`src/rtl/alu_op_sequencer_pkg.sv`:
```
// Shared definitions for the ALU operation sequencer and the ALU controller.
// Holds the request op codes, the ALU control codes and the sequencer state enum.
package alu_op_sequencer_pkg;

  localparam logic [2:0] OP_ADD = 3'd0;
  localparam logic [2:0] OP_SUB = 3'd1;
  localparam logic [2:0] OP_OR  = 3'd2;
  localparam logic [2:0] OP_SLL = 3'd3;
  localparam logic [2:0] OP_MUL = 3'd4;

  localparam logic [1:0] ALU_ADD = 2'd0;
  localparam logic [1:0] ALU_SUB = 2'd1;
  localparam logic [1:0] ALU_OR  = 2'd2;
  localparam logic [1:0] ALU_SLL = 2'd3;

  typedef enum logic [2:0] {
    S_IDLE,
    S_EXEC,
    S_MADD,
    S_MSHL,
    S_DONE
  } state_t;

  function automatic logic op_is_reserved(input logic [2:0] op);
    return op > OP_MUL;
  endfunction

endpackage

```
`src/rtl/alu_op_sequencer_if.sv`:
```
// Request/response handshake bundle between a requester and the ALU op sequencer.
// The sequencer connects through the slave modport, the requester through master.
interface alu_op_sequencer_if #(
  parameter int WIDTH = 32
);
  logic             req_valid;
  logic             req_ready;
  logic [2:0]       req_op;
  logic [WIDTH-1:0] req_a;
  logic [WIDTH-1:0] req_b;
  logic             rsp_valid;
  logic             rsp_ready;
  logic [WIDTH-1:0] rsp_data;

  modport master (
    output req_valid, req_op, req_a, req_b, rsp_ready,
    input  req_ready, rsp_valid, rsp_data
  );

  modport slave (
    input  req_valid, req_op, req_a, req_b, rsp_ready,
    output req_ready, rsp_valid, rsp_data
  );
endinterface

```
`src/rtl/alu_op_sequencer.sv`:
```
// Front end for the 4-op ALU: one op in flight, single-pass ops in EXEC, and MUL
// as a shift-add loop alternating ALU ADD (MADD) and ALU SLL (MSHL).
module alu_op_sequencer
  import alu_op_sequencer_pkg::*;
#(
  parameter int WIDTH = 32
) (
  input  logic               clk,
  input  logic               rst_n,
  alu_op_sequencer_if.slave  bus,
  output logic [1:0]         alu_ctrl,
  output logic [WIDTH-1:0]   alu_a,
  output logic [WIDTH-1:0]   alu_b,
  input  logic [WIDTH-1:0]   alu_result
);

  state_t           state, state_d;
  logic [2:0]       op_r;
  logic [WIDTH-1:0] a_r;      // operand A, doubles as multiplicand during MUL
  logic [WIDTH-1:0] b_r;      // operand B, doubles as remaining multiplier bits
  logic [WIDTH-1:0] acc_r;
  logic [WIDTH-1:0] rsp_data_r;

  assign bus.req_ready = (state == S_IDLE);
  assign bus.rsp_valid = (state == S_DONE);
  assign bus.rsp_data  = rsp_data_r;

  always_ff @(posedge clk or negedge rst_n) begin
    if (!rst_n) state <= S_IDLE;
    else        state <= state_d;
  end

  // ALU drive is decoded from registered state only; IDLE and DONE leave it at zero.
  always_comb begin
    state_d  = state;
    alu_ctrl = ALU_ADD;
    alu_a    = '0;
    alu_b    = '0;
    case (state)
      S_IDLE: begin
        if (bus.req_valid) state_d = (bus.req_op == OP_MUL) ? S_MADD : S_EXEC;
      end
      S_EXEC: begin
        alu_ctrl = op_is_reserved(op_r) ? ALU_ADD : op_r[1:0];
        alu_a    = a_r;
        alu_b    = b_r;
        state_d  = S_DONE;
      end
      S_MADD: begin
        alu_a   = acc_r;
        alu_b   = b_r[0] ? a_r : '0;
        state_d = S_MSHL;
      end
      S_MSHL: begin
        alu_ctrl = ALU_SLL;
        alu_a    = a_r;
        alu_b    = WIDTH'(1);
        state_d  = (b_r == '0) ? S_DONE : S_MADD;
      end
      S_DONE: begin
        if (bus.rsp_ready) state_d = S_IDLE;
      end
      default: state_d = S_IDLE;
    endcase
  end

  always_ff @(posedge clk or negedge rst_n) begin
    if (!rst_n) begin
      op_r       <= '0;
      a_r        <= '0;
      b_r        <= '0;
      acc_r      <= '0;
      rsp_data_r <= '0;
    end else begin
      case (state)
        S_IDLE: begin
          if (bus.req_valid) begin
            op_r  <= bus.req_op;
            a_r   <= bus.req_a;
            b_r   <= bus.req_b;
            acc_r <= '0;
          end
        end
        S_EXEC: rsp_data_r <= op_is_reserved(op_r) ? '0 : alu_result;
        S_MADD: begin
          acc_r <= alu_result;
          b_r   <= b_r >> 1;
        end
        // b_r was already shifted in MADD, so zero here means the last set bit is consumed.
        S_MSHL: begin
          a_r <= alu_result;
          if (b_r == '0) rsp_data_r <= acc_r;
        end
        default: ;
      endcase
    end
  end

endmodule
```
`src/flat_wrapper.sv`:
```
// flat-port wrapper written by rule: the top's interface ports become plain ports
module alu_op_sequencer_flat import alu_op_sequencer_pkg::*;
#(
  parameter int WIDTH = 32
)
  (clk, rst_n, alu_ctrl, alu_a, alu_b, alu_result, bus_req_valid, bus_req_op, bus_req_a, bus_req_b, bus_rsp_ready, bus_req_ready, bus_rsp_valid, bus_rsp_data);
  alu_op_sequencer_if #(.WIDTH(WIDTH)) bus_i ();
  input  logic clk;
  input  logic rst_n;
  output logic [1:0] alu_ctrl;
  output logic [WIDTH-1:0] alu_a;
  output logic [WIDTH-1:0] alu_b;
  input  logic [WIDTH-1:0] alu_result;
  input wire logic [$bits(bus_i.req_valid)-1:0] bus_req_valid;
  input wire logic [$bits(bus_i.req_op)-1:0] bus_req_op;
  input wire logic [$bits(bus_i.req_a)-1:0] bus_req_a;
  input wire logic [$bits(bus_i.req_b)-1:0] bus_req_b;
  input wire logic [$bits(bus_i.rsp_ready)-1:0] bus_rsp_ready;
  output wire logic [$bits(bus_i.req_ready)-1:0] bus_req_ready;
  output wire logic [$bits(bus_i.rsp_valid)-1:0] bus_rsp_valid;
  output wire logic [$bits(bus_i.rsp_data)-1:0] bus_rsp_data;
  assign bus_i.req_valid = bus_req_valid;
  assign bus_i.req_op = bus_req_op;
  assign bus_i.req_a = bus_req_a;
  assign bus_i.req_b = bus_req_b;
  assign bus_i.rsp_ready = bus_rsp_ready;
  assign bus_req_ready = bus_i.req_ready;
  assign bus_rsp_valid = bus_i.rsp_valid;
  assign bus_rsp_data = bus_i.rsp_data;
  alu_op_sequencer #(.WIDTH(WIDTH)) u_core (.clk(clk), .rst_n(rst_n), .bus(bus_i), .alu_ctrl(alu_ctrl), .alu_a(alu_a), .alu_b(alu_b), .alu_result(alu_result));
endmodule
```
`config.mk`:
```
export PLATFORM = sky130hd
export DESIGN_NAME = alu_op_sequencer_flat
export DESIGN_NICKNAME = d
export VERILOG_FILES = /design/src/rtl/alu_op_sequencer_pkg.sv /design/src/rtl/alu_op_sequencer_if.sv /design/src/rtl/alu_op_sequencer.sv /design/src/flat_wrapper.sv
export SDC_FILE = /design/constraint.sdc
export NUM_CORES = 1
export LEC_CHECK = 0
export CORE_ASPECT_RATIO = 0.9
export CORE_MARGIN = 8
export CORE_UTILIZATION = 51
export CTS_BUF_LIST = sky130_fd_sc_hd__clkbuf_4 sky130_fd_sc_hd__clkbuf_8
export CTS_CLUSTER_DIAMETER = 40
export DETAILED_ROUTE_END_ITERATION = 8
export PLACE_DENSITY = 0.85
export SETUP_SLACK_MARGIN = 0.4
export SLEW_MARGIN = 20
export SYNTH_ARGS = -nofsm -noshare
export SYNTH_HDL_FRONTEND = slang
export SYNTH_SLANG_ARGS = --single-unit
export TNS_END_PERCENT = 5
```
`constraint.sdc`:
```
create_clock -name clk -period 2.35 [get_ports clk]
set_input_delay 0.235 -clock clk [delete_from_list [all_inputs] [get_ports clk]]
set_output_delay 0.235 -clock clk [all_outputs]
set_load 0.05 [all_outputs]
```
== After elaboration in Yosys (flattened, before gate mapping) ==
Cells that the tools add are included.
W data, S select, Z words.

* Register bits after elaboration: 134
* Input bits: 103
* Output and inout bits: 100
* Word-level logic and storage cells: 45

* Order comparisons: 1
* Equal/unequal tests: 8
* Multiplexer cells: 19
* Reductions and logical operators: 11

{| class="wikitable"
|+ Operators with widths
! cell !! count
|-
| $pmux W32 S2 || 5
|-
| $mux W32 || 6
|-
| $pmux W32 S3 || 1
|-
| $logic_not A32 Y1 || 1
|-
| $pmux W3 S5 || 1
|-
| $reduce_and A2 Y1 || 5
|-
| $mux W3 || 3
|-
| $eq A3 B2 Y1 const B || 2
|-
| $eq A3 B3 Y1 const B || 2
|-
| $reduce_bool A2 Y1 || 3
|-
| $mux W2 || 2
|-
| $ne A2 B2 Y1 const B || 2
|-
| $pmux W2 S2 || 1
|-
| $eq A3 B1 Y1 const B || 1
|-
| $gt A3 B3 Y1 const B || 1
|-
| $logic_not A3 Y1 || 1
|-
| $ne A2 B1 Y1 const B || 1
|-
| $reduce_or A2 Y1 || 1
|}

== Logic depth before layout (Yosys ltp) ==
Gate-level depths: netlist (run 1).

* Depth after elaboration: 4
* Depth in mapped cells: 8
* Mapped depth without buffers: 4

== Least setup slack after synthesis (run 1) ==
No wires, ideal clock.

* Path type: register -> output
* Start point: register u_core.state[1]
* End point: output port alu_ctrl[0]
* Arrival: 2017 ps
* Data required time: 2115 ps
* Path slack: 98 ps
* Cell stages (with the launch flop): 6
* Path buffers: 3
* Cell sequence: dfrtp_1 > buf_4 > buf_2 > buf_1 > a21oi_1 > nor3_1

* Cells in the longest elaborated chain, start to end: 2
* Elaborated cells between the ends (all ways): 3
* Those cells by class: eq/ne (2); mux (1)

{| class="wikitable"
|+ RTL lines
! what !! RTL line !! RTL
|-
| start, declared || alu_op_sequencer.sv:17 || <nowiki>state_t state, state_d;</nowiki>
|-
| start signal, assigned || alu_op_sequencer.sv:30 || <nowiki>else state <= state_d;</nowiki>
|-
| $eq A3 B2 Y1 or $eq A3 B1 Y1 (tied branches) || alu_op_sequencer.sv:39 || <nowiki>case (state)</nowiki>
|-
| $pmux W2 S2 (*) || alu_op_sequencer.sv:39 ||
|-
| end, declared || flat_wrapper.sv:10 || <nowiki>output logic [1:0] alu_ctrl;</nowiki>
|}

Every way passes the cells marked *; elsewhere a longest branch is shown, timed or not.

== Final worst setup path (run 1) ==
* Start point: register u_core.state[1]
* End point: output port alu_b[15]

* Cells in the longest elaborated chain, start to end: 2
* Elaborated cells between the ends (all ways): 4
* Those cells by class: eq/ne (3); mux (1)

{| class="wikitable"
|+ RTL lines
! what !! RTL line !! RTL
|-
| $eq A3 B2 Y1 or $eq A3 B1 Y1 (tied branches) || alu_op_sequencer.sv:39 ||
|-
| $pmux W32 S3 (*) || alu_op_sequencer.sv:39 ||
|-
| end, declared || flat_wrapper.sv:12 || <nowiki>output logic [WIDTH-1:0] alu_b;</nowiki>
|}

Marked as above.

==> results of run 1 <==
==> sequential cells by signal, indices dropped and copies added, names as in the netlist <==
name                 cells
u_core.a_r              32
u_core.bus.rsp_data     32
u_core.op_r              3
u_core.b_r              32
u_core.state             3
u_core.acc_r            32
==> routing by layer <==
metal / vias up / global-route usage (%) / part of all wire, %
met2: 576 / 47.6 / 47
met3: 103 / 8.91 / 11
met1: 3724 / 38.2 / 38
met4: 0 / 13.4 / 3.9
li1: 3236 / - / -
met5: - / 0 / 0
==> cells by family after synthesis <==
| family | synth area share, % |
|---|---|
| multiplexers | 13.6 |
| buffers and inverters | 6.94 |
| AND/OR/NAND/NOR | 14.3 |
| AO/OA/AOI/OAI | 20.8 |
| flip-flops | 44.4 |
==> per-stage QoR <==
stage / setup slack, ns / hold slack (ns) / area, um2
after CTS: 0.218 / 0.314 / 11200
after detailed placement: 0.315 / 0.235 / 10200
after global routing: 0.135 / 0.340 / 11300
after floorplan: 0.273 / -0.0606 / 7570
after global placement: 0.406 / 0.235 / 10200
final: 0.200 / 0.298 / 11300
==> what timing repair did <==
action	in CTS	in global routing
gates cloned	5	1
hold buffers	1	0
endpoints found under the hold margin	54	0
setup endpoints to repair	131	176
setup buffers	9	0
resized for setup	41	12
pin swaps	9	7
==> worst register-to-register path, delay by kind of cell, from the launching register on <==
kind          cells  cell delay (ns)
flops             1             0.45
mux               1             0.38
simple gates      3             0.92
buf+inv           1             0.23
==> area by class of cell <==
type	instances	area, um2
Fill cell	885	3320
Clock buffer	24	318
Tap cell	198	248
Sequential cell	134	3360
Clock inverter	8	143
Inverter	4	15.0
Multi-Input combinational cell	583	3950
Timing Repair Buffer	241	3250
==> where the power goes <==
group	switching (uW)	internal, uW
clock network	930	1320
logic	6010	4780
registers	1530	3450
==> synth_stat cells (2+ instances only) <==
library cell | number | area [um2]
buf_8 | 4 | 60.1
clkbuf_1 | 26 | 97.6
dfrtp_1 | 134 | 3350
buf_12 | 3 | 60.1
buf_2 | 26 | 130
nand2_1 | 129 | 484
a31oi_1 | 32 | 200
nor2_1 | 66 | 248
buf_6 | 10 | 113
a22o_1 | 95 | 832
mux2_2 | 32 | 360
inv_1 | 3 | 11.3
mux2_1 | 2 | 22.5
nand4_1 | 2 | 12.5
mux2i_1 | 64 | 641
buf_4 | 6 | 45.0
nor3_1 | 4 | 20.0
nand3_1 | 33 | 165
and2_1 | 2 | 12.5
o21ai_1 | 65 | 325
a21oi_1 | 36 | 180
nor4_1 | 8 | 50.1
==> path summary, 6_finish.rpt <==
| check | slack, ns | cells past startpoint | startpoint | end |
|---|---|---|---|---|
| worst max register to register | 0.26 | 5 | u_core.b_r[5] | u_core.bus.rsp_data[5] |
| min in group clk | 0.40 | 3 | bus_req_a[16] | u_core.a_r[16] |
| max in group asynchronous | 1.28 | 3 | rst_n | u_core.a_r[3] |
| worst max-delay path | 0.20 | 6 | u_core.state[1] | alu_b[15] |
| worst min register to register | 0.54 | 2 | u_core.acc_r[10] | u_core.acc_r[10] |
| worst min-delay path | 0.30 | 2 | rst_n | u_core.acc_r[20] |
==> results.json, run 1 <==
{
  "wl_per_cell_um": 24.8,
  "end_kind": "primary output",
  "critPathKind": "reg -> out",
  "syn-cell-area_um2": 7550,
  "via_per_inst": 6.41,
  "grt_max_degree": 59,
  "via_count": 7639,
  "finalCritPeriodShare_pct": 91.5,
  "antenna_found_initial": 0,
  "layout.nets": 1084,
  "outcome": "finished, final reports clean",
  "cts_tree": "done",
  "ant_nets": 0,
  "htreeDepth": 4,
  "powerDensity_nw_per_um2": 1600,
  "fin_setup_tns_ns": 0,
  "diodes": 0,
  "cp_slowest_cell": "dfrtp_2",
  "place_congestion": 0.870,
  "drive_above_1_share_pct": 21.7,
  "synthArstFlopShare_pct": 100,
  "num_rows": 42,
  "root_buffer": "clkbuf_8",
  "crit_family": "buffers and inverters",
  "layout_min_cycle_time_ns": 2.15,
  "hpwl_um": 17900,
  "ys_seq_area_share_pct": 44.4,
  "start_util_pct": 51.7,
  "final_cells": 1192,
  "clkTransAtPathRegs_ns": 0.07,
  "die_h_um": 131,
  "io_pins": 203,
  "rsz0062_at_grt": "yes",
  "port-buffer-count": 202,
  "slew_headroom_pct": 61.7,
  "cts.sinks": 134,
  "synth_nets": 900,
  "path_cells": "buf_12 > nor3b_4 > buf_6 > buf_12 > a22o_1 > buf_12",
  "die_w_um": 144,
  "core_um2": 14600,
  "syn_avg_cell_area_um2": 9.47,
  "synth_edf_count": 0,
  "crit_arrival_ns": 1.92,
  "grt_use_total_pct": 30.4,
  "firstDrtPassIters": 9,
  "slew_viol_final": 0,
  "area_delta_synth_final_pct": 49.5,
  "global_route.overflow_total": 0,
  "drc_errors": 0,
  "startpoint_type": "register",
  "worst_path_largest_cell_delay_ns": 0.43,
  "fmax_mhz": 465,
  "crit_required_ns": 2.12,
  "path_max_fanout": 8,
  "tightest_slew_ns": 0.573,
  "cts_inserted_buffers": 17,
  "layout_common_cells": "133 x clkdlybuf4s50_1, 131 x dfrtp_1, 129 x nand2_1, 77 x buf_12, 68 x a22o_1",
  "power_uw": 18000,
  "insertion_delay_ns": 0.47,
  "cap_violations": 0,
  "min_path_type": "in -> async",
  "synth_cells": 797,
  "dp.cells": 1144,
  "hold_viol": 0,
  "die_area_um2": 19000,
  "routed_wirelength_um": 29600,
  "synthFlopType": "dfrtp_1",
  "cpMostUsedCell": "buf_12",
  "peakVddDrop_mv": 0.880,
  "clock-skew-final_ns": 0.0156,
  "grt_pass1_wl_um": 44300,
  "synth-seq-cells": 134,
  "p_leak_uw": 0.00470,
  "yosys_warnings": 0,
  "grt_pass1_vias": 7603,
  "post-route-util_pct": 77.2,
  "critPathBufInv": 4,
  "setup_viol": 0,
  "clk_path_buf_depth": 2,
  "ys_types": 37,
  "drtIter0Drc": 733,
  "layout_commonest_cell": "clkdlybuf4s50_1"
}
(Power assumes the default switching activity.)
==> inputs of run 2 (changes only) <==
--- a/config.mk
+++ b/config.mk
@@ -12,7 +12,7 @@
 export CTS_CLUSTER_DIAMETER = 40
 export DETAILED_ROUTE_END_ITERATION = 8
 export PLACE_DENSITY = 0.85
-export SETUP_SLACK_MARGIN = 0.4
+export SETUP_SLACK_MARGIN = 0.5
 export SLEW_MARGIN = 20
 export SYNTH_ARGS = -nofsm -noshare
 export SYNTH_HDL_FRONTEND = slang
==> run 2 against run 1 <==
Compared with the run above: clock skew shrank 0.0037 ns; largest cell class unchanged; critical endpoint is now u_core.bus.rsp_data[7]; combinational power is essentially flat; flip-flop and latch count unchanged; power is 0.47% higher; cell count rose by 0.59%; routed wire length grew 3.0%; non-clock buffer count increased by 8; clock power is 13% lower.
==> results.json, run 2 (same netlist as run 1, synthesis figures left out) <==
{
  "global_route.overflow_total": 0,
  "ant_nets": 0,
  "drc_errors": 0,
  "met1_length_um": 11400,
  "hpwl_um": 18100,
  "critPathKind": "reg -> reg",
  "p_leak_uw": 0.00484,
  "slew_viol_final": 0,
  "clkTransAtPathRegs_ns": 0.08,
  "clock-skew-final_ns": 0.0118,
  "drive_above_1_share_pct": 24.1,
  "cts_tree": "done",
  "setup_viol": 0,
  "layout.nets": 1092,
  "start_util_pct": 51.7,
  "grt_use_total_pct": 29.4,
  "end_kind": "register",
  "cts.sinks": 134,
  "grt_pass1_vias": 7581,
  "layout_commonest_cell": "clkdlybuf4s50_1",
  "tightest_slew_ns": 0.632,
  "io_pins": 203,
  "via_count": 7707,
  "area_delta_synth_final_pct": 52.1,
  "path_max_fanout": 34,
  "wl_met3_um": 3520,
  "min_path_type": "in -> async",
  "root_buffer": "clkbuf_8",
  "outcome": "finished, final reports clean",
  "die_h_um": 131,
  "diodes": 0,
  "peakVddDrop_mv": 0.849,
  "startpoint_type": "register",
  "place_congestion": 0.852,
  "dr_wl_met2_um": 14400,
  "finalCritPeriodShare_pct": 99.6,
  "hold_viol": 0,
  "htreeDepth": 4,
  "via_per_inst": 6.43,
  "port-buffer-count": 202,
  "slew_headroom_pct": 57.9,
  "rsz0062_at_grt": "yes",
  "die_w_um": 144,
  "cts_inserted_buffers": 17,
  "core_um2": 14600,
  "num_rows": 42,
  "firstDrtPassIters": 6,
  "insertion_delay_ns": 0.47,
  "clk_path_buf_depth": 2,
  "layout_common_cells": "133 x clkdlybuf4s50_1, 131 x dfrtp_1, 129 x nand2_1, 79 x buf_12, 66 x nor2_1",
  "powerDensity_nw_per_um2": 1580,
  "drtIter0Drc": 830,
  "grt_pass1_wl_um": 43600,
  "die_area_um2": 19000,
  "post-route-util_pct": 78.6,
  "routed_wirelength_um": 30500,
  "antenna_found_initial": 0,
  "wl_per_cell_um": 25.4,
  "crit_required_ns": 2.70,
  "fmax_mhz": 427,
  "top_layer": "met4",
  "crit_arrival_ns": 2.69,
  "layout_min_cycle_time_ns": 2.34,
  "cap_violations": 0,
  "fin_setup_tns_ns": 0,
  "cp-startpoint": "u_core.b_r[12]",
  "r2r_start": "u_core.b_r[12]",
  "grt_max_degree": 64
}
run 2: area by class of cell:
| class | count | area [um2] |
|---|---|---|
| Inverter | 4 | 15.0 |
| Clock inverter | 3 | 40.0 |
| Tap cell | 198 | 248 |
| Timing Repair Buffer | 249 | 3370 |
| Fill cell | 848 | 3130 |
| Clock buffer | 28 | 348 |
| Multi-Input combinational cell | 583 | 4110 |
| Sequential cell | 134 | 3360 |
run 2: worst paths after layout:
| kind | endpoint | slack [ns] | cells past startpoint |
|---|---|---|---|
| min in group clk | u_core.acc_r[20] | 0.40 | 3 |
| worst max register to register | u_core.bus.rsp_data[7] | 0.01 | 5 |
| worst min-delay path | u_core.b_r[23] | 0.28 | 2 |
| worst max-delay path | u_core.bus.rsp_data[7] | 0.01 | 5 |
| max in group asynchronous | u_core.a_r[1] | 1.29 | 3 |
| worst min register to register | u_core.acc_r[7] | 0.54 | 2 |
run 2: timing repair:
action | 4_1_cts | 5_1_grt
pin swaps | 2 | 4
buffers inserted | 7 | 5
setup endpoints to repair | 173 | 223
resized for setup | 36 | 28
hold buffers | 1 | 0
endpoints found under the hold margin | 45 | 0
gates cloned | 3 | 6
run 2: report_power, final:
| part | internal [uW] | total (uW) | leakage (uW) | switching [uW] |
|---|---|---|---|---|
| sequential | 3450 | 5040 | 0.00166 | 1590 |
| clock | 1040 | 1950 | 0.000208 | 912 |
| combinational | 5030 | 11100 | 0.00297 | 6070 |
| total | 9530 | 18100 | 0.00484 | 8570 |
run 2: stage by stage:
stage                     area [um2]  total power, uW  std cells  setup WS (ns)  hold slack [ns]
after detailed placement       10300            14700       1146          0.346            0.199
final                          11500            18100       1199        0.00981            0.279
after global routing           11500            18800       1199         0.0191            0.328
after CTS                      11100            17100       1188          0.238            0.280
after global placement         10300            14400       1146          0.389            0.200
after floorplan                 7580            10700        797          0.286          -0.0606
run 2: critical path, cell delays in order, from the launching register on:
cell,delay (ns)
dfrtp_1,0.48
nor4_1,0.47
nand4_1,0.39
nor2_4,0.23
buf_12,0.24
mux2_2,0.38
run 2: metal layers:
metal	global-route usage, %	vias up
li1	-	3258
met1	38.4	3790
met2	45.9	563
met3	8.00	96
met4	10.6	0
met5	0	-
